File: config.mk
export PLATFORM = sky130hd
export DESIGN_NAME = result_drain
export DESIGN_NICKNAME = d
export VERILOG_FILES = /design/src/rtl/pipeline_pkg.sv /design/src/rtl/sync_fifo.sv /design/src/rtl/result_drain.sv
export SDC_FILE = /design/constraint.sdc
export NUM_CORES = 1
export LEC_CHECK = 0
export ABC_AREA = 1
export BUFFER_PORTS_ARGS = -buffer_cell sky130_fd_sc_hd__buf_2
export CAP_MARGIN = 10
export CORE_MARGIN = 2
export CORE_UTILIZATION = 30
export DETAILED_ROUTE_END_ITERATION = 8
export PLACE_DENSITY = 0.58
export SLEW_MARGIN = 10
export SYNTH_ARGS = -nofsm -noshare
export SYNTH_HDL_FRONTEND = slang
export SYNTH_SLANG_ARGS = --single-unit
File: constraint.sdc
create_clock -name ap_clk -period 3.1 [get_ports ap_clk]
set_input_delay 0.465 -clock ap_clk [delete_from_list [all_inputs] [get_ports ap_clk]]
set_output_delay 0.465 -clock ap_clk [all_outputs]
set_load 0.03 [all_outputs]
File: src/rtl/pipeline_pkg.sv
// Shared types and default widths for the adder result pipeline.
// Holds the drain FSM states and the saturating counter helper.
package pipeline_pkg;

    localparam int DEF_DATA_WIDTH = 32;
    localparam int DEF_ACC_WIDTH  = 40;
    localparam int DEF_DEPTH      = 4;

    localparam logic [15:0] COUNT_MAX = 16'hFFFF;

    typedef enum logic [1:0] {
        RUN   = 2'd0,
        DRAIN = 2'd1,
        CLEAR = 2'd2
    } drain_state_t;

    function automatic logic [15:0] sat_inc16(input logic [15:0] value);
        if (value == COUNT_MAX) begin
            return value;
        end else begin
            return value + 16'd1;
        end
    endfunction

endpackage

File: src/rtl/sync_fifo.sv
// Show-ahead synchronous FIFO: rdata presents the head entry with no read latency.
// Exposes full/empty flags and the current occupancy.
module sync_fifo
    import pipeline_pkg::*;
#(
    parameter int WIDTH = DEF_DATA_WIDTH,
    parameter int DEPTH = DEF_DEPTH
) (
    input  logic                       clk,
    input  logic                       rst,
    input  logic                       push,
    input  logic                       pop,
    input  logic [WIDTH-1:0]           wdata,
    output logic [WIDTH-1:0]           rdata,
    output logic                       full,
    output logic                       empty,
    output logic [$clog2(DEPTH):0]     level
);

    localparam int AW = $clog2(DEPTH);
    localparam logic [AW-1:0] PTR_ONE  = AW'(1);
    localparam logic [AW-1:0] PTR_ZERO = AW'(0);
    localparam logic [AW:0]   LVL_ONE  = (AW+1)'(1);
    localparam logic [AW:0]   LVL_ZERO = (AW+1)'(0);
    localparam logic [AW:0]   LVL_FULL = (AW+1)'(DEPTH);

    logic [WIDTH-1:0] mem_r [DEPTH];
    logic [AW-1:0]    wr_ptr_r;
    logic [AW-1:0]    rd_ptr_r;
    logic [AW:0]      level_r;
    logic             do_push_s;
    logic             do_pop_s;

    assign full      = (level_r == LVL_FULL);
    assign empty     = (level_r == LVL_ZERO);
    assign level     = level_r;
    assign do_push_s = push && !full;
    assign do_pop_s  = pop && !empty;
    // Stale storage is never exposed: the head reads as zero when empty.
    assign rdata     = empty ? {WIDTH{1'b0}} : mem_r[rd_ptr_r];

    // Storage array write port.
    always_ff @(posedge clk) begin
        if (do_push_s) begin
            mem_r[wr_ptr_r] <= wdata;
        end
    end

    // Pointer and occupancy tracking; pointers wrap naturally at DEPTH.
    always_ff @(posedge clk or posedge rst) begin
        if (rst) begin
            wr_ptr_r <= PTR_ZERO;
            rd_ptr_r <= PTR_ZERO;
            level_r  <= LVL_ZERO;
        end else begin
            if (do_push_s) begin
                wr_ptr_r <= wr_ptr_r + PTR_ONE;
            end
            if (do_pop_s) begin
                rd_ptr_r <= rd_ptr_r + PTR_ONE;
            end
            case ({do_push_s, do_pop_s})
                2'b10:   level_r <= level_r + LVL_ONE;
                2'b01:   level_r <= level_r - LVL_ONE;
                default: level_r <= level_r;
            endcase
        end
    end

endmodule

File: src/rtl/result_drain.sv
// Captures adder results into a FIFO, keeps running statistics and
// supports a flush that drains the FIFO before clearing the statistics.
module result_drain
    import pipeline_pkg::*;
#(
    parameter int DATA_WIDTH = DEF_DATA_WIDTH,
    parameter int DEPTH      = DEF_DEPTH,
    parameter int ACC_WIDTH  = DEF_ACC_WIDTH
) (
    input  logic                  ap_clk,
    input  logic                  ap_rst,
    input  logic                  in_done,
    input  logic [DATA_WIDTH-1:0] in_sum,
    output logic                  in_ready,
    output logic                  m_valid,
    output logic [DATA_WIDTH-1:0] m_data,
    input  logic                  m_ready,
    input  logic                  flush_req,
    output logic                  flush_done,
    output logic [ACC_WIDTH-1:0]  acc_sum,
    output logic                  acc_ovf,
    output logic [15:0]           res_count,
    output logic                  drop_err
);

    localparam int AW = $clog2(DEPTH);
    localparam logic [AW:0] LVL_ONE = (AW+1)'(1);

    drain_state_t         state_r;
    drain_state_t         state_next_s;
    logic                 fifo_full_s;
    logic                 fifo_empty_s;
    logic [AW:0]          fifo_level_s;
    logic                 capture_s;
    logic                 drop_s;
    logic                 pop_s;
    logic                 last_pop_s;
    logic [ACC_WIDTH:0]   acc_add_s;
    logic [ACC_WIDTH-1:0] acc_r;
    logic                 acc_ovf_r;
    logic [15:0]          count_r;
    logic                 drop_err_r;
    logic                 flush_done_r;

    assign in_ready   = (state_r == RUN) && !fifo_full_s;
    assign m_valid    = !fifo_empty_s;
    assign capture_s  = in_done && in_ready;
    assign drop_s     = in_done && !in_ready;
    assign pop_s      = m_valid && m_ready;
    assign last_pop_s = pop_s && (fifo_level_s == LVL_ONE);
    assign acc_add_s  = {1'b0, acc_r} + (ACC_WIDTH+1)'(in_sum);

    assign acc_sum    = acc_r;
    assign acc_ovf    = acc_ovf_r;
    assign res_count  = count_r;
    assign drop_err   = drop_err_r;
    assign flush_done = flush_done_r;

    sync_fifo #(
        .WIDTH (DATA_WIDTH),
        .DEPTH (DEPTH)
    ) u_fifo (
        .clk   (ap_clk),
        .rst   (ap_rst),
        .push  (capture_s),
        .pop   (pop_s),
        .wdata (in_sum),
        .rdata (m_data),
        .full  (fifo_full_s),
        .empty (fifo_empty_s),
        .level (fifo_level_s)
    );

    // Drain FSM next-state logic; DRAIN leaves as soon as the FIFO is or becomes empty.
    always_comb begin
        state_next_s = state_r;
        case (state_r)
            RUN: begin
                if (flush_req) begin
                    state_next_s = DRAIN;
                end else begin
                    state_next_s = RUN;
                end
            end
            DRAIN: begin
                if (fifo_empty_s || last_pop_s) begin
                    state_next_s = CLEAR;
                end else begin
                    state_next_s = DRAIN;
                end
            end
            CLEAR:   state_next_s = RUN;
            default: state_next_s = RUN;
        endcase
    end

    // Drain FSM state register and registered completion pulse.
    always_ff @(posedge ap_clk or posedge ap_rst) begin
        if (ap_rst) begin
            state_r      <= RUN;
            flush_done_r <= 1'b0;
        end else begin
            state_r      <= state_next_s;
            flush_done_r <= (state_next_s == CLEAR);
        end
    end

    // Statistics: cleared on leaving CLEAR, otherwise updated on capture or drop.
    always_ff @(posedge ap_clk or posedge ap_rst) begin
        if (ap_rst) begin
            acc_r      <= {ACC_WIDTH{1'b0}};
            acc_ovf_r  <= 1'b0;
            count_r    <= 16'd0;
            drop_err_r <= 1'b0;
        end else if (state_r == CLEAR) begin
            acc_r      <= {ACC_WIDTH{1'b0}};
            acc_ovf_r  <= 1'b0;
            count_r    <= 16'd0;
            drop_err_r <= 1'b0;
        end else begin
            if (capture_s) begin
                acc_r   <= acc_add_s[ACC_WIDTH-1:0];
                count_r <= sat_inc16(count_r);
                if (acc_add_s[ACC_WIDTH]) begin
                    acc_ovf_r <= 1'b1;
                end
            end
            if (drop_s) begin
                drop_err_r <= 1'b1;
            end
        end
    end

endmodule

==> results of run 1 <==
critical path, stage by stage, from the launching register on:
cell                      delay (ns)
sky130_fd_sc_hd__dfrtp_2        0.51
sky130_fd_sc_hd__inv_2          0.41
sky130_fd_sc_hd__buf_12         0.25
sky130_fd_sc_hd__o21ai_0        0.11
sky130_fd_sc_hd__a21oi_1        0.21
sky130_fd_sc_hd__buf_2          0.24
final timing paths:
path	from	end	slack, ns	cells after the start
max	u_fifo.rd_ptr_r[0]	m_data[26]	0.43	5
min	ap_rst	res_count[9]	0.20	2
max reg2reg	acc_sum[0]	acc_sum[32]	0.69	12
min reg2reg	drop_err	drop_err	0.51	2
max in group asynchronous	ap_rst	u_fifo.rd_ptr_r[0]	2.18	3
min in group ap_clk	in_sum[26]	u_fifo.mem_r[3][26]	0.25	1
Yosys cell counts (all sizes together):
cell,n,area share
a211oi,1,0.00070
a21oi,86,0.040
a22o,3,0.0025
a311oi,1,0.00082
a31oi,3,0.0018
and2,2,0.0012
and3,1,0.00058
buf,12,0.0056
clkbuf,22,0.0077
clkinv,1,0.00035
dfrtp,68,0.16
edfxtp,128,0.36
fa,1,0.0019
ha,42,0.049
inv,144,0.050
nand2,356,0.13
nand3,43,0.020
nand3b,10,0.0070
nand4,9,0.0053
nor2,233,0.084
nor3,14,0.0070
o21ai,106,0.051
o21bai,4,0.0032
o31ai,7,0.0049
or2,1,0.00058
xnor2,4,0.0033
xor2,10,0.0082
layout make-up:
class	count	share of cell area
Tap cell	461	0.0456
Sequential cell	196	0.438
Timing Repair Buffer	149	0.0658
Clock inverter	14	0.0165
Clock buffer	18	0.0339
Inverter	145	0.0430
Multi-Input combinational cell	937	0.357
kinds of logic (layout without fill, tap and decap cells):
kind of cell               count (synthesis)  after routing
buffers and inverters                    179            326
DFF                                      196            196
adders and majority gates                 43             43
AOI/OAI and AO/OA                        211            211
and+or+nand+nor                          669            669
xor gates and xnor gates                  14             14
power by group through the flow:
| stage | Clock, W | Sequential [W] | Combinational (W) |
|---|---|---|---|
| 2_1_floorplan | 0 | 0.00421 | 0.00440 |
| 3_3_place_gp | 0 | 0.00381 | 0.00702 |
| 3_5_place_dp | 0 | 0.00382 | 0.00707 |
| 4_1_cts | 0.00244 | 0.00377 | 0.00710 |
| 5_1_grt | 0.00255 | 0.00383 | 0.00780 |
| 6_report | 0.00239 | 0.00377 | 0.00702 |
cell usage in the layout, fill, tap and decap left out, types with 4 or more instances in the layout:
| cell type | instances |
|---|---|
| sky130_fd_sc_hd__nand2_1 | 352 |
| sky130_fd_sc_hd__nor2_1 | 224 |
| sky130_fd_sc_hd__inv_1 | 140 |
| sky130_fd_sc_hd__buf_2 | 129 |
| sky130_fd_sc_hd__edfxtp_1 | 128 |
| sky130_fd_sc_hd__o21ai_0 | 87 |
| sky130_fd_sc_hd__a21oi_1 | 86 |
| sky130_fd_sc_hd__dfrtp_1 | 67 |
| sky130_fd_sc_hd__nand3_1 | 43 |
| sky130_fd_sc_hd__ha_1 | 42 |
| sky130_fd_sc_hd__o21ai_1 | 18 |
| sky130_fd_sc_hd__clkbuf_16 | 17 |
| sky130_fd_sc_hd__buf_4 | 17 |
| sky130_fd_sc_hd__nor3_1 | 13 |
| sky130_fd_sc_hd__nand3b_1 | 10 |
| sky130_fd_sc_hd__xor2_1 | 10 |
| sky130_fd_sc_hd__nand4_1 | 9 |
| sky130_fd_sc_hd__o31ai_1 | 7 |
| sky130_fd_sc_hd__nor2_4 | 6 |
| sky130_fd_sc_hd__clkinv_8 | 5 |
| sky130_fd_sc_hd__inv_2 | 4 |
| sky130_fd_sc_hd__xnor2_1 | 4 |
per-stage QoR:
step	hold slack, ns	utilization	std cells	total power, W
4_1_cts	0.231	0.358	1920	0.0133
2_1_floorplan	0.478	-	1312	0.00861
3_3_place_gp	0.488	0.340	1888	0.0108
3_5_place_dp	0.499	0.340	1888	0.0109
5_1_grt	0.251	0.358	1920	0.0142
6_report	0.202	0.358	1920	0.0132
routing by layer:
| metal | wire, um | vias to the layer above | GRT usage |
|---|---|---|---|
| met2 | 14100 | 204 | 0.275 |
| met3 | 1630 | 20 | 0.0355 |
| met5 | 0 | - | 0 |
| li1 | - | 4553 | - |
| met4 | 501 | 0 | 0.0440 |
| met1 | 14700 | 4192 | 0.228 |
registers in the layout, indices dropped and copies added, names as in the netlist:
signal and flops:
res_count 16, u_fifo.mem_r 128, flush_done 1, acc_sum 40, acc_ovf 1, u_fifo.wr_ptr_r 2
drop_err 1, state_r 2, u_fifo.rd_ptr_r 2, u_fifo.level 3
==> summary.md, run 1 <==
Along the worst path, the maximum fanout reaches 36. Clock group share of total power: 0.181. The signed area change from the synthesized netlist to the final layout is 18.0%, and the die width is 193 um. Hold repair after CTS inserted 0 buffers. After synthesis, the largest family of logic cells by area is simple AND/OR/NAND/NOR gates. The tools report the type of element capturing the critical path as a primary output. After clock tree synthesis, the setup repair step added 0 buffers. Using the TritonRoute via totals, the vias-per-cell ratio works out to 4.67. The final layout contains routed wiring with a total length of 30900 um.

The final routed wire length divided by cell count was 16.1 um. Xor/xnor cell area share of the yosys netlist: 0.0114. The logs give 8969 for the via total after detailed routing and 17 for the CTS buffer count. The mux cell area share after synthesis came out at 0. The post-synthesis sequential area ratio is 0.517. The initial cell density of the core is 0.303, and the cell area after synthesis is 0.0107 mm2.

The layout cell share with drive strength beyond 1 was 0.138. The largest clock skew in the final design is 0.0181 ns. The y dimension of the die was 193 um. The tools report the critical path launch point type as a flop. The logs give 0.0373 mm2 for the total die area and 0 for the post-route DRC violation count. First-pass iteration count of the detailed router: 5. For the final number of hold-violating endpoints, the log shows 0.

The number of pins with negative max-slew slack in the final report was 0; the final HPWL from detailed placement was 23100 um. Initial antenna violation count: 0. The worst min-delay path class is in -> async. In this run the mean area of a mapped cell was 8.17 um2. The portion of the clock cycle consumed by the worst path in the final layout is 0.862. Data on the critical path arrives at its endpoint at 2.21 ns. For the number of distinct library cells after synthesis, the log shows 38. Dividing total power by cell area gives a power density of 1040 mW/mm2. The internal portion of the total power is 0.00664 W. In this run the number of H-tree levels came out at 4. The detailed router finished its first iteration with 579 violations. TritonCTS built the clock tree. The switching part of the total is 0.496. The kind of critical path was reg -> out. The multi-input combinational cells in the finished layout cover a total of 0.00452 mm2. The logs give 0.499 ns for the worst setup timing slack at the placement stage and 1392 for the net count of the mapped netlist. The clock net in this run drives a total of 196 sinks. The cell sitting at the root of the clock tree is a sky130_fd_sc_hd__clkbuf_16. The count of fill cells added during filler insertion is 3656.

Across the run, the number of max-cap violations was 0. The tools report the area of the core region as 0.0354 mm2. The fraction of the mapped netlist area in adder cells is 0.0509, and the global-route congestion overflow total is 0. After synthesis the netlist holds a flip-flop and latch count of 196. The tools report the count of antenna diodes in the layout as 0. Post-route antenna net violation count: 0. For the final standard cell area without fillers, the log shows 0.0127 mm2. The clock passes through at most 2 buffers. Entering global routing, the biggest net connects 57 pins. The quantity of I/O buffers inserted on ports was 129. After routing, the total negative slack on setup checks comes to 0 ns.

The shortest clock period the worst path allows after layout was 2.67 ns. The maximum clock frequency was 374 MHz. The initialized floorplan defines 69 standard-cell rows. During I/O placement, the number of pins put on the boundary was 130. The maximum vdd drop is 0.492 mV. Setup repair after global routing left no endpoint under its margin.

For the pin with the worst max-slew slack, the measured transition is 0.862 ns. Summing all flip-flop and latch instances after layout gives 0.00555 mm2. The placed cell area is 0.0120 mm2.

The flow ran to the end, and the final reports show no timing, DRC or antenna violations. At the worst endpoint, the required time is 2.63 ns. The tightest slew margin relative to the limit is 0.425. The sequential share of power is 0.286, and the part of the total power dissipated in combinational logic is 0.533. In the final design database the tool counted 1526 nets.

The first global-routing pass estimated 47900 um of wire. Yosys printed 0 warnings. The final worst slack was 0.428 ns; the number of global-route vias before repair was 8567. The CTS clock-pin slew for the worst setup and hold paths came out at 0.08 ns. The logs give 1312 for the post-synthesis cell count and 0 for the number of cells upsized or downsized after cts.

The logs give 0.45 ns for the insertion delay of the later-clocked pin in the worst-skew pair and 0 for the total setup violations reported at the end of the flow. The tools report the total track usage as 0.169. The share of the synthesized area in compound gates (AO/OA/AOI/OAI) is 0.104.

The tools report the switching power of the nets as 0.00654 W. The run gives 5.79 nW as the total leakage power. The fraction of the mapped netlist area in simple logic gates came out at 0.252. The congestion estimate from routability-driven global placement came to 0.932.
No activity file was read; power rests on OpenSTA's default activity.
==> inputs of run 2 (changes only) <==
Settings changed: ABC_AREA 1 to default, PLACE_DENSITY 0.58 to 0.59.
==> run 2 against run 1 <==
Power shrank 11%. Register-to-register slack lost 0.37 ns. Design area shrank 9.3%. Critical path depth grew 4. Critical path type is now reg -> reg. Largest power group unchanged. Highest routed layer unchanged.
==> summary.md, run 2 <==
The flow ran to the end, and the final reports show no timing, DRC or antenna violations. Among all flip-flop cells after synthesis, the most frequent one is sky130_fd_sc_hd__edfxtp_1. Of all nets on the critical path, the largest fanout is 3.

Counting along the longest clock path gives a buffer depth of 2. Setup repair after global routing left no endpoint under its margin. The HPWL after detailed placement is 17200 um.

The post-route met1 wirelength came out at 11200 um. Setup violations remaining at the end of the flow were counted as 0. The initial antenna violation count was 2; the count of yosys warnings during synthesis was 0.

The number of rows created at floorplan is 65. The tools report the total track usage as 0.151. Broken down by cell family, the worst path's largest delay share belongs to compound AO/OA/AOI/OAI gates. The fraction of the mapped netlist area in adder cells works out to 0.0562. The run gives 0.591 as the tightest slew margin relative to the limit. The worst path needs 2.78 ns of the cycle, external delays included. For this run, design rule violations remaining after detail routing come to 0.

Power comes to 0.0117 W. The critical path is of the reg -> reg type. For the pin with the worst max-slew slack, the measured transition is 0.613 ns.

For the total of max-cap violations, the log shows 0. The number of buffers inserted by post-CTS setup repair was 0; the switching part of the total was 0.433. For the maximum clock frequency, the log shows 360 MHz.

The root buffer cell chosen for the clock tree is sky130_fd_sc_hd__clkbuf_16. Signed area change from the synthesized netlist to the final layout: 18.3%. The tools report the post-synthesis cell count as 772. The insertion delay of the later-clocked pin in the worst-skew pair is 0.44 ns. The routed design uses 11700 um of met2 wire.

The number of distinct library cells after synthesis was 62. The clock tree synthesis step divided the H-tree into 4 levels. STA classifies the critical path endpoint as a flop. Entering global routing, the biggest net connects 46 pins. The flip-flop count of the largest register after layout is 128. Top cell type by total area after synthesis: sky130_fd_sc_hd__edfxtp_1. Final hold analysis gives a worst-case slack of 0.0935 ns.

Counting flops with a built-in enable in the synthesized netlist gives 128. The worst register-to-register path begins at acc_sum[0]. The tools report the largest clock skew in the final design as 0.0196 ns. Global-route congestion overflow total: 0. The library cell contributing the largest single delay on the critical path was sky130_fd_sc_hd__dfrtp_1. By count the netlist is led by 128 x sky130_fd_sc_hd__edfxtp_1, 68 x sky130_fd_sc_hd__dfrtp_1, 67 x sky130_fd_sc_hd__nand2_1, 54 x sky130_fd_sc_hd__a21oi_1, 50 x sky130_fd_sc_hd__o21ai_0.

The count of fill cells added during filler insertion is 3101, and the quantity of I/O buffers inserted on ports is 129. The post-synthesis sequential area ratio is 0.571. The portion of the clock cycle consumed by the worst path in the final layout works out to 0.895. After clock tree synthesis, the clock-pin slew on the worst setup and hold paths is 0.08 ns. The core region is 0.0317 mm2. The signal on the critical path passes through ha_1 -> fa_1 -> a21o_1 -> a221o_1 -> o211ai_2 -> a21boi_1 -> o2111ai_1 -> a21o_1 -> mux2i_1. The die covers 0.0338 mm2. In the final routed layout, each cell accounts on average for 18.8 um.

The setup TNS was 0 ns. The area share of the largest cell type after synthesis is 0.396. The worst setup path is launched from a flop. In this run the critical register-to-register path is captured at acc_sum[36]. Together, buffers and inverters on the worst path number 0. In this run the power density over the cells is 1020 mW/mm2.

The tools report the switching power of the nets as 0.00507 W. The async set-reset flop share out of synthesis came out at 0.347. The worst min-delay path class is in -> async. IR analysis of the VDD net gives a maximum drop of 0.399 mV. Ranked by flip-flop count, first place goes to u_fifo.mem_r. The tools report the sequential share of power as 0.314.

The utilization of the core after routing came out at 0.362. TritonCTS built the clock tree. The mux cell area share after synthesis was 0.0783; the largest stage delay on the critical path was 0.43 ns. The number of cells on the worst reg-to-reg path was 9; the share of the synthesized area in compound gates (AO/OA/AOI/OAI) was 0.111.

At the end of the flow, the number of nets in the layout was 986. The detailed router used layers up to and including met4. The logs give 0 for the post-route antenna net violation count and 3.47 ns for the required time at the worst-slack endpoint. The logs give 0.198 for the clock group share of total power and 0 for the count of antenna diodes in the layout.

The fraction of the mapped netlist area in simple logic gates is 0.122, and the average vias per placed instance is 5.07. Wire segments on met3 add up to 1500 um in the final route. The part of the total power dissipated in combinational logic was 0.488.

The library cells used most frequently in the layout, excluding fill and tap cells, are 129 x sky130_fd_sc_hd__buf_2, 128 x sky130_fd_sc_hd__edfxtp_1, 67 x sky130_fd_sc_hd__nand2_1, 67 x sky130_fd_sc_hd__dfrtp_1, 54 x sky130_fd_sc_hd__a21oi_1. The number of nets in the synthesized netlist is 852. The number of global-route vias before repair was 6618; the cts-stage hold buffer count was 0. For this block, the via count after detailed routing is 6698. The final number of hold-violating endpoints came out at 0. The register bit count reported by yosys was 196; the wire length of the first global-routing pass was 38600 um. The number of pins with negative max-slew slack in the final report was 0; the wire length reported by the detailed router was 24800 um. The xor/xnor cell area share of the yosys netlist works out to 0.0406. By instance count, the cell type seen most on the critical path is sky130_fd_sc_hd__a21o_1. In this run the vertical extent of the chip is 184 um.

Summing every instance area after synthesis gives 0.00971 mm2. In this run the count of I/O pins placed on the die edge is 130. The register-to-register path setup slack was 0.32 ns. Buffers inserted during clock tree synthesis total 17. The main combinational cell family by area after synthesis was simple AND/OR/NAND/NOR gates. For the number of DRC violations after detailed-routing iteration 0, the log shows 502. Clock net sink count: 196. In the post-synthesis netlist, the biggest area contributors are sky130_fd_sc_hd__edfxtp_1 40%, sky130_fd_sc_hd__dfrtp_1 18%, sky130_fd_sc_hd__mux4_2 7.4%, sky130_fd_sc_hd__ha_1 5.4%, sky130_fd_sc_hd__a21oi_1 2.8%. The layout cell share with drive strength beyond 1 works out to 0.244. The final weighted congestion in routability-driven placement came out at 0.836. The initial cell density of the core was 0.306. Cell internal power was estimated by the tool at 0.00664 W.

The synthesized area divided by synthesized cell count was 12.6 um2. Gates resized during post-CTS repair numbered 0. Summed over all cells, the static leakage comes to 4.59 nW.

Leaving out fill and tap cells, the most frequent cell in the layout is sky130_fd_sc_hd__buf_2. The run gives 5 as the first-pass iteration count of the detailed router. In this run the horizontal extent of the chip is 184 um. Yosys instantiated no cell more often than sky130_fd_sc_hd__edfxtp_1.

At the worst endpoint, the arrival time is 3.14 ns.
[run 2: how the worst max path moves through the flow]
stage	slack [ns]	cells after the start	start	endpoint
final	0.32	9	acc_sum[0]	acc_sum[36]
after global routing	0.14	9	acc_sum[0]	acc_sum[24]
after CTS	0.35	9	acc_sum[0]	acc_sum[36]
after detailed placement	0.20	10	in_sum[0]	acc_sum[36]
after global placement	0.25	10	in_sum[0]	acc_sum[36]
after floorplan	0.49	9	acc_sum[0]	acc_sum[18]
[run 2: power by group through the flow]
stage                     Sequential (W)  Combinational (W)  Clock (W)
after global placement           0.00372            0.00572          0
after detailed placement         0.00374            0.00574          0
final                            0.00368            0.00571    0.00232
after global routing             0.00374            0.00624    0.00248
after floorplan                  0.00406            0.00373          0
after CTS                        0.00369            0.00576    0.00238
[run 2: final cells by class]
cell class                 instances  area [um2]  area share
sequential                       196        5550       0.483
multi-input combinational        528        3960       0.345
timing repair buffer             149         808      0.0704
tap                              402         503      0.0438
clock buffer                      18         429      0.0374
clock inverter                    14         185      0.0161
inverter                          14        52.6     0.00458
[run 2: through the flow]
step,worst slack [ns],cells,instance area [um2]
after detailed placement,0.197,1289,10900
after CTS,0.349,1321,11500
after global routing,0.141,1321,11500
after floorplan,0.491,772,9710
final,0.325,1321,11500
after global placement,0.250,1289,10900
[run 2: cells by family after synthesis]
family                     Yosys count
AOI/OAI and AO/OA                  171
adders and majority gates           43
muxes                               36
xor gates and xnor gates            45
buffers and inverters               48
DFF                                196
and+or+nand+nor                    233
[run 2: routing by layer]
metal  vias to the layer above  global-route usage
met1                      3316               0.199
met2                       187               0.247
met4                         0              0.0438
met5                         -                   0
li1                       3173                   -
met3                        22              0.0349
